<file path="config.mk">
export PLATFORM = sky130hd
export DESIGN_NAME = pit_host_ctrl
export DESIGN_NICKNAME = d
export VERILOG_FILES = /design/src/rtl/pit_pkg.sv /design/src/rtl/pit_bus_cycle.sv /design/src/rtl/pit_host_ctrl.sv
export SDC_FILE = /design/constraint.sdc
export NUM_CORES = 1
export LEC_CHECK = 0
export BUFFER_PORTS_ARGS = -buffer_cell sky130_fd_sc_hd__buf_2
export CAP_MARGIN = 30
export CORE_MARGIN = 10
export CORE_UTILIZATION = 40
export CTS_BUF_LIST = sky130_fd_sc_hd__clkbuf_8 sky130_fd_sc_hd__clkbuf_16
export CTS_CLUSTER_SIZE = 30
export DETAILED_ROUTE_END_ITERATION = 8
export SLEW_MARGIN = 10
export SYNTH_ARGS = -nofsm -noshare
export SYNTH_HDL_FRONTEND = slang
export SYNTH_SLANG_ARGS = --single-unit
</file>
<file path="constraint.sdc">
create_clock -name clk -period 4.7 [get_ports clk]
set_input_delay 0.47 -clock clk [delete_from_list [all_inputs] [get_ports clk]]
set_output_delay 0.47 -clock clk [all_outputs]
set_load 0.1 [all_outputs]
</file>
<file path="src/rtl/pit_pkg.sv">
// Shared types and control-word builders for the 8254 host-side bus initiator.
package pit_pkg;

  typedef enum logic [1:0] {
    OP_PROGRAM = 2'b00,
    OP_LATCH   = 2'b01,
    OP_STATUS  = 2'b10,
    OP_RSVD    = 2'b11
  } op_e;

  // Which transfer of the current command the bus engine is performing.
  typedef enum logic [1:0] {
    PH_CW  = 2'b00,
    PH_LSB = 2'b01,
    PH_MSB = 2'b10
  } phase_e;

  localparam logic [1:0] A_CTRL  = 2'b11;
  localparam logic [1:0] RW_LSB  = 2'b01;
  localparam logic [1:0] RW_BOTH = 2'b11;

  function automatic logic [7:0] cw_program(input logic [1:0] sc, input logic [1:0] rw,
                                            input logic [2:0] mode, input logic bcd);
    return {sc, rw, mode, bcd};
  endfunction

  function automatic logic [7:0] cw_latch(input logic [1:0] sc);
    return {sc, 2'b00, 4'b0000};
  endfunction

  // Read-back command: latch status only (!COUNT=1, !STATUS=0) for the selected counter.
  function automatic logic [7:0] cw_readback(input logic [1:0] sc);
    logic [2:0] sel;
    sel = 3'b001 << sc;
    return {2'b11, 1'b1, 1'b0, sel, 1'b0};
  endfunction

endpackage

</file>
<file path="src/rtl/pit_bus_cycle.sv">
// Single 8254 read/write bus-cycle engine: SETUP, STROBE xN, HOLD, RECOV xM.
module pit_bus_cycle import pit_pkg::*; #(
  parameter int STROBE_CYCLES   = 2,
  parameter int RECOVERY_CYCLES = 1
) (
  input  logic       clk,
  input  logic       rst,
  input  logic       start,
  input  logic       is_write,
  input  logic [1:0] addr,
  input  logic [7:0] wdata,
  output logic       done,
  output logic [7:0] rdata,
  output logic [1:0] a,
  output logic       cs_n,
  output logic       rd_n,
  output logic       wr_n,
  output logic [7:0] d_out,
  output logic       d_oe,
  input  logic [7:0] d_in
);

  typedef enum logic [2:0] {E_IDLE, E_SETUP, E_STROBE, E_HOLD, E_RECOV} bus_state_e;

  localparam logic [7:0] STROBE_LAST = 8'(STROBE_CYCLES - 1);
  localparam logic [7:0] RECOV_LAST  = 8'(RECOVERY_CYCLES - 1);

  bus_state_e state, state_nxt;
  logic [7:0] cnt, cnt_nxt;
  logic       take, wr_q, wr_eff, bus_active, strobe;

  // NOTE: every signal assigned here gets a default first, so no path leaves one unassigned and no latch is inferred.
  always_comb begin
    state_nxt = state;
    cnt_nxt   = cnt;
    done      = 1'b0;
    take      = 1'b0;
    case (state)
      E_IDLE:   take = start;
      E_SETUP: begin
        state_nxt = E_STROBE;
        cnt_nxt   = '0;
      end
      E_STROBE: begin
        if (cnt == STROBE_LAST) state_nxt = E_HOLD;
        else                    cnt_nxt   = cnt + 8'd1;
      end
      E_HOLD: begin
        if (RECOVERY_CYCLES == 0) begin
          done      = 1'b1;
          take      = start;
          state_nxt = E_IDLE;
        end else begin
          state_nxt = E_RECOV;
          cnt_nxt   = '0;
        end
      end
      E_RECOV: begin
        if (cnt == RECOV_LAST) begin
          done      = 1'b1;
          take      = start;
          state_nxt = E_IDLE;
        end else begin
          cnt_nxt = cnt + 8'd1;
        end
      end
      default: state_nxt = E_IDLE;
    endcase
    // A new request on the final cycle chains straight into the next SETUP.
    if (take) state_nxt = E_SETUP;
    wr_eff     = take ? is_write : wr_q;
    bus_active = (state_nxt == E_SETUP) || (state_nxt == E_STROBE) || (state_nxt == E_HOLD);
    strobe     = (state_nxt == E_STROBE);
  end

  // Bus pins are registered from the next state so they never glitch.
  // NOTE: sequential state uses non-blocking assignments so every flop samples pre-edge values.
  always_ff @(posedge clk) begin
    if (rst) begin
      state <= E_IDLE;
      cnt   <= '0;
      wr_q  <= 1'b0;
      a     <= 2'b00;
      d_out <= 8'h00;
      cs_n  <= 1'b1;
      rd_n  <= 1'b1;
      wr_n  <= 1'b1;
      d_oe  <= 1'b0;
      rdata <= 8'h00;
    end else begin
      state <= state_nxt;
      cnt   <= cnt_nxt;
      if (take) begin
        wr_q  <= is_write;
        a     <= addr;
        d_out <= wdata;
      end
      cs_n <= !bus_active;
      d_oe <= bus_active && wr_eff;
      wr_n <= !(strobe && wr_eff);
      rd_n <= !(strobe && !wr_eff);
      if (state == E_STROBE && state_nxt == E_HOLD && !wr_q) rdata <= d_in;
    end
  end

endmodule

</file>
<file path="src/rtl/pit_host_ctrl.sv">
// Host-side 8254 initiator: turns one command into control-word/count bus cycles and returns the result.
module pit_host_ctrl import pit_pkg::*; #(
  parameter int STROBE_CYCLES   = 2,
  parameter int RECOVERY_CYCLES = 1
) (
  input  logic        clk,
  input  logic        rst,
  input  logic        cmd_valid,
  output logic        cmd_ready,
  input  logic [1:0]  cmd_op,
  input  logic [1:0]  cmd_sc,
  input  logic [1:0]  cmd_rw,
  input  logic [2:0]  cmd_mode,
  input  logic        cmd_bcd,
  input  logic [15:0] cmd_count,
  output logic        rsp_valid,
  input  logic        rsp_ready,
  output logic        rsp_err,
  output logic [15:0] rsp_count,
  output logic [7:0]  rsp_status,
  output logic [1:0]  a,
  output logic        cs_n,
  output logic        rd_n,
  output logic        wr_n,
  output logic [7:0]  d_out,
  output logic        d_oe,
  input  logic [7:0]  d_in
);

  typedef enum logic [1:0] {C_IDLE, C_DECODE, C_BUS, C_RESP} ctrl_state_e;

  ctrl_state_e state, state_nxt;
  phase_e      phase, phase_nxt, phase_after;
  op_e         op_q;
  logic [1:0]  sc_q, rw_q, shadow_sel;
  logic [2:0]  mode_q;
  logic        bcd_q;
  logic [15:0] count_q;
  logic [1:0]  shadow_rw [0:2];

  logic        accept, cmd_err, has_next;
  logic        eng_start, eng_write, eng_done;
  logic [1:0]  eng_addr;
  logic [7:0]  eng_wdata, eng_rdata;

  assign cmd_ready = (state == C_IDLE);
  assign rsp_valid = (state == C_RESP);
  assign accept    = cmd_valid && cmd_ready;
  assign cmd_err   = (op_q == OP_RSVD) || (sc_q == 2'b11) || (op_q == OP_PROGRAM && rw_q == 2'b00);

  always_comb begin
    case (sc_q)
      2'd0:    shadow_sel = shadow_rw[0];
      2'd1:    shadow_sel = shadow_rw[1];
      2'd2:    shadow_sel = shadow_rw[2];
      default: shadow_sel = RW_BOTH;
    endcase
  end

  // Transfer order after the control word: LSB (if selected), then MSB (if selected).
  always_comb begin
    has_next    = 1'b0;
    phase_after = PH_MSB;
    case (phase)
      PH_CW: begin
        has_next    = 1'b1;
        phase_after = rw_q[0] ? PH_LSB : PH_MSB;
      end
      PH_LSB:  has_next = rw_q[1];
      default: has_next = 1'b0;
    endcase
  end

  always_comb begin
    state_nxt = state;
    phase_nxt = phase;
    eng_start = 1'b0;
    eng_write = 1'b0;
    eng_addr  = A_CTRL;
    eng_wdata = 8'h00;
    case (state)
      C_IDLE: if (accept) state_nxt = C_DECODE;
      C_DECODE: begin
        if (cmd_err) begin
          state_nxt = C_RESP;
        end else begin
          eng_start = 1'b1;
          eng_write = 1'b1;
          case (op_q)
            OP_PROGRAM: eng_wdata = cw_program(sc_q, rw_q, mode_q, bcd_q);
            OP_LATCH:   eng_wdata = cw_latch(sc_q);
            default:    eng_wdata = cw_readback(sc_q);
          endcase
          phase_nxt = PH_CW;
          state_nxt = C_BUS;
        end
      end
      C_BUS: begin
        if (eng_done) begin
          if (has_next) begin
            eng_start = 1'b1;
            eng_write = (op_q == OP_PROGRAM);
            eng_addr  = sc_q;
            eng_wdata = (phase_after == PH_LSB) ? count_q[7:0] : count_q[15:8];
            phase_nxt = phase_after;
          end else begin
            state_nxt = C_RESP;
          end
        end
      end
      C_RESP:  if (rsp_ready) state_nxt = C_IDLE;
      default: state_nxt = C_IDLE;
    endcase
  end

  always_ff @(posedge clk) begin
    if (rst) begin
      state      <= C_IDLE;
      phase      <= PH_CW;
      op_q       <= OP_PROGRAM;
      sc_q       <= 2'b00;
      rw_q       <= 2'b00;
      mode_q     <= 3'b000;
      bcd_q      <= 1'b0;
      count_q    <= 16'h0000;
      rsp_err    <= 1'b0;
      rsp_count  <= 16'h0000;
      rsp_status <= 8'h00;
      // NOTE: this small array is reset because reads depend on its value; large data memories normally are not.
      for (int i = 0; i < 3; i++) shadow_rw[i] <= RW_BOTH;
    end else begin
      state <= state_nxt;
      phase <= phase_nxt;
      if (accept) begin
        op_q       <= op_e'(cmd_op);
        sc_q       <= cmd_sc;
        rw_q       <= cmd_rw;
        mode_q     <= cmd_mode;
        bcd_q      <= cmd_bcd;
        count_q    <= cmd_count;
        rsp_err    <= 1'b0;
        rsp_count  <= 16'h0000;
        rsp_status <= 8'h00;
      end
      // Reads take their byte order from the last programmed access mode.
      if (state == C_DECODE) begin
        if (cmd_err)                rsp_err <= 1'b1;
        else if (op_q == OP_LATCH)  rw_q    <= shadow_sel;
        else if (op_q == OP_STATUS) rw_q    <= RW_LSB;
      end
      if (state == C_BUS && eng_done) begin
        if (op_q != OP_PROGRAM && phase != PH_CW) begin
          if (op_q == OP_STATUS)    rsp_status       <= eng_rdata;
          else if (phase == PH_LSB) rsp_count[7:0]   <= eng_rdata;
          else                      rsp_count[15:8]  <= eng_rdata;
        end
        if (op_q == OP_PROGRAM && !has_next) begin
          for (int i = 0; i < 3; i++)
            if (sc_q == 2'(i)) shadow_rw[i] <= rw_q;
        end
      end
    end
  end

  pit_bus_cycle #(
    .STROBE_CYCLES  (STROBE_CYCLES),
    .RECOVERY_CYCLES(RECOVERY_CYCLES)
  ) u_bus (
    .clk     (clk),
    .rst     (rst),
    .start   (eng_start),
    .is_write(eng_write),
    .addr    (eng_addr),
    .wdata   (eng_wdata),
    .done    (eng_done),
    .rdata   (eng_rdata),
    .a       (a),
    .cs_n    (cs_n),
    .rd_n    (rd_n),
    .wr_n    (wr_n),
    .d_out   (d_out),
    .d_oe    (d_oe),
    .d_in    (d_in)
  );

endmodule

</file>
==> Word level (Yosys, flattened, before mapping) <==
Memory sizes are Yosys's and may differ from the RTL's.
Cells that the tools add are included.
{ "classes": {"reduce_logical": 35, "muxes": 80, "n_div": 0, "bitwise": 3, "n_eq_ne": 27, "order_cmp": 0, "add_sub_neg": 1, "shift": 1, "multipliers": 0} }
{ "ops": {"columns": ["operator", "n"], "rows": [
  ["$mux W8", 12],
  ["$mux W16", 4],
  ["$mux W2", 20],
  ["$pmux W8 S2", 2],
  ["$mux W1", 30],
  ["$pmux W8 S3", 1],
  ["$pmux W3 S5", 1],
  ["$eq A2 B2 Y1 const B", 6],
  ["$eq A3 B2 Y1 const B", 4],
  ["$ne A2 B2 Y1 const B", 6],
  ["$eq A2 B1 Y1 const B", 5],
  ["$logic_and A1 B1 Y1", 10],
  ["$logic_not A2 Y1", 5],
  ["$mux W3", 3],
  ["$add A8 B1 Y8 const B", 1],
  ["$eq A8 B1 Y1 const B", 1],
  ["$logic_not A8 Y1", 1],
  ["$pmux W1 S2", 4],
  ["$pmux W2 S4", 1],
  ["$reduce_and A4 Y1", 2],
  ["$eq A3 B1 Y1 const B", 2],
  ["$logic_not A1 Y1", 6],
  ["$pmux W2 S3", 1],
  ["$reduce_bool A2 Y1", 3],
  ["other kinds (10)", 16]
]} }
{ "totals": {"latchBits": 0, "reg_bits": 89, "ramBits": 6, "romBits": 0, "elab_cells": 169, "n_memories": 1} }
{ "mem_list": {"columns": ["name", "words", "word_bits", "rd", "rd_ports_with_merged_regs", "wr", "line", "rtl"], "rows": [
  ["shadow_rw", 3, 2, 3, 0, 3, "pit_host_ctrl.sv:39", "logic [1:0] shadow_rw [0:2];"]
]} }

==> Depth between registers and ports, before layout <==
{ "logic_depth": {"depth_word": 12, "ltp_mapped": 8, "mapped_depth_nobuf": 7} }

==> Cells and area by module <==
Synthesis repeated with hierarchy kept, for this count alone.
{ "unflattened": {"cells_unflattened": 518, "area_unflattened_um2": 4367.9} }
{ "by_module_without_submodules": {"columns": ["module", "cells_per_inst", "area_per_inst_um2", "n_inst"], "rows": [
  ["pit_host_ctrl", 347, 2815.2, 1],
  ["pit_bus_cycle", 171, 1552.7, 1]
]} }

==> Worst setup path after synthesis <==
Ideal clock, no wire load.
{ "synth_path": {"kind": "reg-to-reg", "from": "reg state[0]", "to": "reg rsp_count[7]", "required_ns": 4.571, "path_stages_with_launch": 9, "path_buffers": 2, "slack_ns": 2.256, "setup_time_ns": 0.129, "arrival_ns": 2.315, "period_less_slack_ns": 2.444, "path_cell_list": "dfxtp_1 > inv_1 > ha_1 > and2_1 > clkbuf_1 > nor2_1 > clkbuf_1 > nand3_1 > o21ai_0"} }
{ "synth_between": {"elab_chain_len": 7, "elab_cells_between_ends": 9, "cone_classes": "eq/ne (1); mux (5); reduce/logical (3)"} }
{ "synth_lines": {"columns": ["item", "line", "rtl"], "rows": [
  ["from (decl)", "pit_host_ctrl.sv:32", "ctrl_state_e state, state_nxt;"],
  ["from (signal assigned)", "pit_host_ctrl.sv:132", "state <= state_nxt;"],
  ["$logic_not A2 Y1 (*)", "pit_host_ctrl.sv:46", "assign cmd_ready = (state == C_IDLE);"],
  ["via cmd_ready", "pit_host_ctrl.sv:9", "output logic cmd_ready,"],
  ["$logic_and A1 B1 Y1 (*)", "pit_host_ctrl.sv:48", "assign accept = cmd_valid && cmd_ready;"],
  ["$mux W16 (*)", "pit_host_ctrl.sv:134", "if (accept) begin"],
  ["$mux W8", "pit_host_ctrl.sv:154", "else if (phase == PH_LSB) rsp_count[7:0] <= eng_rdata;"],
  ["$mux W16", "pit_host_ctrl.sv:153", "if (op_q == OP_STATUS) rsp_status <= eng_rdata;"],
  ["$mux W16", "pit_host_ctrl.sv:152", "if (op_q != OP_PROGRAM && phase != PH_CW) begin"],
  ["$mux W16 (*)", "pit_host_ctrl.sv:151", "if (state == C_BUS && eng_done) begin"],
  ["to (signal assigned)", "pit_host_ctrl.sv:154", null],
  ["to (decl)", "pit_host_ctrl.sv:19", "output logic [15:0] rsp_count,"]
]} }
Mark *: on every way through the listed nets, which the timed path passes. The rest lies on a longest branch.
A chain may end at the register's enable or synchronous reset.

==> Worst setup path in the final report <==
{ "layout_path": {"from": "reg u_bus.cnt[1]", "to": "reg u_bus.cs_n"} }
{ "layout_between": {"elab_chain_len": 12, "elab_cells_between_ends": 18, "cone_classes": "eq/ne (4); mux (10); reduce/logical (4)"} }
{ "layout_lines": {"columns": ["item", "line", "rtl"], "rows": [
  ["from (decl)", "pit_bus_cycle.sv:29", "logic [7:0] cnt, cnt_nxt;"],
  ["from (signal assigned)", "pit_bus_cycle.sv:92", "cnt <= cnt_nxt;"],
  ["$logic_not A8 Y1", "pit_bus_cycle.sv:59", "if (cnt == RECOV_LAST) begin"],
  ["$mux W1", "pit_bus_cycle.sv:59", null],
  ["$mux W1", "pit_bus_cycle.sv:38", "case (state)"],
  ["$mux W1", "pit_host_ctrl.sv:99", "if (eng_done) begin"],
  ["$pmux W1 S2", "pit_host_ctrl.sv:81", "case (state)"],
  ["$mux W1", "pit_bus_cycle.sv:59", null],
  ["$pmux W1 S2", "pit_bus_cycle.sv:38", null],
  ["$mux W3 (*)", "pit_bus_cycle.sv:70", "if (take) state_nxt = E_SETUP;"],
  ["$eq A3 B1 Y1 / $eq A3 B2 Y1 (equally long branches)", "pit_bus_cycle.sv:72", "bus_active = (state_nxt == E_SETUP) || (state_nxt == E_STROBE) || (state_nxt == E_HOLD);"],
  ["$logic_or A1 B1 Y1", "pit_bus_cycle.sv:72", null],
  ["$logic_or A1 B1 Y1 (*)", "pit_bus_cycle.sv:72", null],
  ["$logic_not A1 Y1 (*)", "pit_bus_cycle.sv:98", "cs_n <= !bus_active;"],
  ["to (signal assigned)", "pit_bus_cycle.sv:98", null],
  ["to (decl)", "pit_bus_cycle.sv:15", "output logic cs_n,"]
]} }
Mark *: on every way between the ends. The rest lies on a longest branch, timed or not.

==> results by stage <==
Placement:
- The placer's final routability congestion estimate is 0.865.
- Detailed placement finished with a half-perimeter wire length of 8270 um.
- The number of placed instances with taps included is 686.
- The count of input and output buffers is 78.

Power and ir drop:
- The power density over the cells is 467 nW/um^2.
- The maximum VDD drop is 302 uV.
- The analysis attributes to cell leakage a power of 1.94 nW.

Global routing:
- The total congestion overflow is 0.
- The via count of the first global-routing pass is 3690.
- The combined global-route utilization of all metal layers is 14.9%.
- The first global-routing pass estimated 18400 um of wire.
- The initial antenna violation count is 0.
- The pin count of the biggest net entering global routing is 59.

STA:
- Setup repair after global routing left no endpoint under its margin.
- The final number of hold-violating endpoints came to 0.
- The number of pins exceeding their max-slew limit in the final report came to 0.
- Setup violations remaining at the end of the flow were counted as 0.
- The final total negative setup slack is 0 ns.
- The worst clock skew on the final layout is 0.0135 ns.
- In the finished design, the share of the clock period the worst path needs comes to 49.6%.
- Measured against its own limit, the worst slew margin works out to 43.8%.
- On the final layout, the worst hold slack is 0.334 ns.
- For this run, the top clock speed supported by timing is 429 MHz.
- The pin slew with the least headroom to its limit is 0.839 ns.
- The clock period minus final worst setup slack is 2.33 ns.

Layout:
- The layout cell share with drive strength beyond 1 is 22.4%.
- The area growth from synthesis to final layout is 16.3%.
- The final-layout fill cell count is 1031.
- Excluding fillers, the count of instances in the completed layout stands at 703.
- Leaving out fill and tap cells, the most frequent cell in the layout is nand2_1.
- Leaving out fill and tap cells, the most frequent cells in the layout are nand2_1, dfxtp_1, buf_2, a21oi_1, nand3_1.
- The number of antenna diodes in the final layout is 0.
- The final layout net count is 607.

Setup path:
- For this design, the slowest cell found on the critical path is o21ai_2.
- In this run the worst path has a maximum fanout of 9.
- The worst setup path is of the flop to flop kind.
- The required time reported for the critical path endpoint is 4.96 ns.
- The setup slack of the worst register-to-register path is 2.37 ns.
- The buffering stage count on the worst path with inverters included is 1.
- The startpoint type of the worst setup path is a flop.
- The data arrival time of the worst path is 2.59 ns.
- The biggest cell delay along the critical path is 0.45 ns.
- The kind of cell with the highest combined delay along the critical path is simple AND/OR/NAND/NOR gates.
- Walking the worst path, the cells encountered are inv_1 > ha_1 > and4bb_2 > nand4b_1 > o21ai_2 > nand2_1 > a31o_2.
- STA classifies the critical path endpoint as a flop.

CTS:
- The number of buffers on the longest clock path is 2.
- After clock tree synthesis, the setup repair step added 0 buffers.
- The number of buffers inserted for hold repair after clock tree synthesis is 0.
- Post-CTS repair changed the size of 0 cells.
- In this run the number of H-tree levels came out at 3.
- The TritonCTS sink count is 95.
- TritonCTS built the clock tree.
- The master cell of the clock root buffer is clkbuf_8.
- Counting the buffers created by CTS gives 9.
- The clock transition at the registers of the reported paths is 0.09 ns.
- The clock latency on the worst-skew pair is 0.37 ns.

Route:
- The first TritonRoute pass finished after 5 iterations.
- Dividing the detail-routed wire length by the instance count gives 16.0 um.
- The via total after detailed routing is 3774.
- The DRC violation total after the first TritonRoute iteration is 385.
- The count of nets left with antenna violations once routing finished came out at 0.
- The detailed-route wire length is 11300 um.
- The ratio of routed vias to standard cells is 5.37.
- The remaining routing DRC violations is 0.

Synthesis:
- The number of nets handed over by synthesis was 543.
- The distinct cell type count after synthesis is 59.
- The cell count after synthesis came out at 498.
- The synthesis-stage register bit count is 95.
- Among all flip-flop cells after synthesis, the most frequent one is dfxtp_1.
- Averaged over all synthesized cells, the footprint is 8.52 um^2.
- The post-synthesis cell area is 4240 um^2.
- In the synthesized netlist the async set-or-reset flop fraction comes to 0%.
- Sequential elements use 46.2% of the synthesized area.
- In this run, synthesis inferred 6 flip-flops with an integrated enable.
- The synthesis warning total is 0.

Floorplanning:
- The number of cell rows is 37.
- The floorplan die width is 123 um.
- The floorplan step defined a die boundary enclosing 15100 um^2.
- The number of top-level design ports is 79.
- Measured along the y axis, the die boundary spans 123 um.
- The core region area is 10300 um^2.
- The starting density of the core is 41.1%.

Outcome:
- The flow ran to the end, and the final reports show no timing, DRC or antenna violations.

Job:
- The number of max-capacitance violations reported is 0.

Min path:
- The worst hold path belongs to the class input port to flop.
-- synthesized netlist by cell type, types with 3 or more instances --
cell type	instances	area, um^2
edfxtp_1	6	180
dfxtp_1	89	1780
o21ai_0	24	120
o211ai_1	3	22.5
nand3b_1	3	22.5
nand3_1	31	155
o22ai_1	3	18.8
a31o_2	4	35.0
nor2b_1	3	18.8
a22oi_1	3	22.5
buf_1	5	18.8
clkbuf_1	20	75.1
buf_2	3	15.0
and3_1	3	18.8
or4_1	4	30.0
mux2i_1	13	130
nand4b_1	3	26.3
and4_1	3	26.3
a21oi_1	55	275
nand2b_1	6	37.5
nand4_1	5	31.3
o21a_1	3	22.5
and2_1	4	25.0
nor3_1	9	45.0
a211oi_1	5	37.5
ha_1	7	87.6
mux2_2	7	78.8
or2_2	3	18.8
nand2_1	97	364
inv_1	11	41.3
a31oi_1	7	43.8
nor2_1	23	86.3
-- cells by family (layout without fill, tap and decap cells) --
kind of cell / after synthesis / count (layout) / share of synthesized area [%]
adders and majority gates: 7 / 7 / 2.06
and+or+nand+nor: 206 / 206 / 24.0
muxes: 20 / 20 / 4.92
xor gates and xnor gates: 3 / 3 / 0.619
DFF: 95 / 95 / 46.2
buffers and inverters: 40 / 109 / 3.80
AOI/OAI and AO/OA: 127 / 127 / 18.3
-- report_power, final --
part / switching, mW / internal (mW)
Combinational: 0.569 / 0.238
Sequential: 0.0863 / 0.893
Clock: 0.296 / 0.225
Total: 0.951 / 1.36
-- state kept, by name (all words and copies together), names as in the netlist, 2 cells and up --
name         flops
u_bus.state      3
state            2
shadow_rw        6
mode_q           3
op_q             2
count_q         16
sc_q             2
rsp_count       16
rsp_status       8
u_bus.a          2
u_bus.rdata      8
rw_q             2
u_bus.d_out      8
u_bus.cnt        8
phase            2
-- layer usage --
| layer | share of wire [%] | track usage (%) | up-vias |
|---|---|---|---|
| li1 | - | - | 1898 |
| met1 | 46 | 19.4 | 1755 |
| met2 | 46 | 23.9 | 105 |
| met3 | 5.8 | 3.78 | 16 |
| met4 | 1.7 | 4.59 | 0 |
| met5 | 0 | 0 | - |
-- per-stage QoR --
step	power, mW	area [um^2]	worst slack (ns)	util [%]
after floorplan	1.60	4240	2.26	-
after global placement	1.75	4700	2.24	45.5
after detailed placement	1.80	4740	2.44	45.9
after CTS	2.32	4930	2.42	47.7
after global routing	2.44	4940	2.22	47.8
final	2.31	4940	2.37	47.8
-- worst register-to-register path: cells and delay by family (launching register included) --
kind / cells / cell delay [ns]
and+or+nand+nor: 3 / 0.78
DFF: 1 / 0.35
adders and majority gates: 1 / 0.23
AOI/OAI and AO/OA: 2 / 0.75
buffers and inverters: 1 / 0.14
-- final cells by class --
type | instances | area [um^2] | share of cell area (%)
multi-input combinational | 363 | 2120 | 43.0
clock inverter | 5 | 38.8 | 0.786
inverter | 11 | 41.3 | 0.837
clock buffer | 11 | 151 | 3.07
timing repair buffer | 82 | 448 | 9.07
sequential | 95 | 1960 | 39.7
tap | 136 | 170 | 3.45
-- final timing paths --
kind / to / depth (start not counted) / start
hold / removal: count_q[14]$_SDFFE_PP0P_ / 3 / cmd_count[14]
setup / recovery: u_bus.cs_n$_SDFF_PP1_ / 7 / u_bus.cnt[1]$_SDFFE_PP0P_
hold reg to reg: count_q[10]$_SDFFE_PP0P_ / 2 / count_q[10]$_SDFFE_PP0P_
setup reg to reg: u_bus.cs_n$_SDFF_PP1_ / 7 / u_bus.cnt[1]$_SDFFE_PP0P_
(Power assumes the default switching activity.)
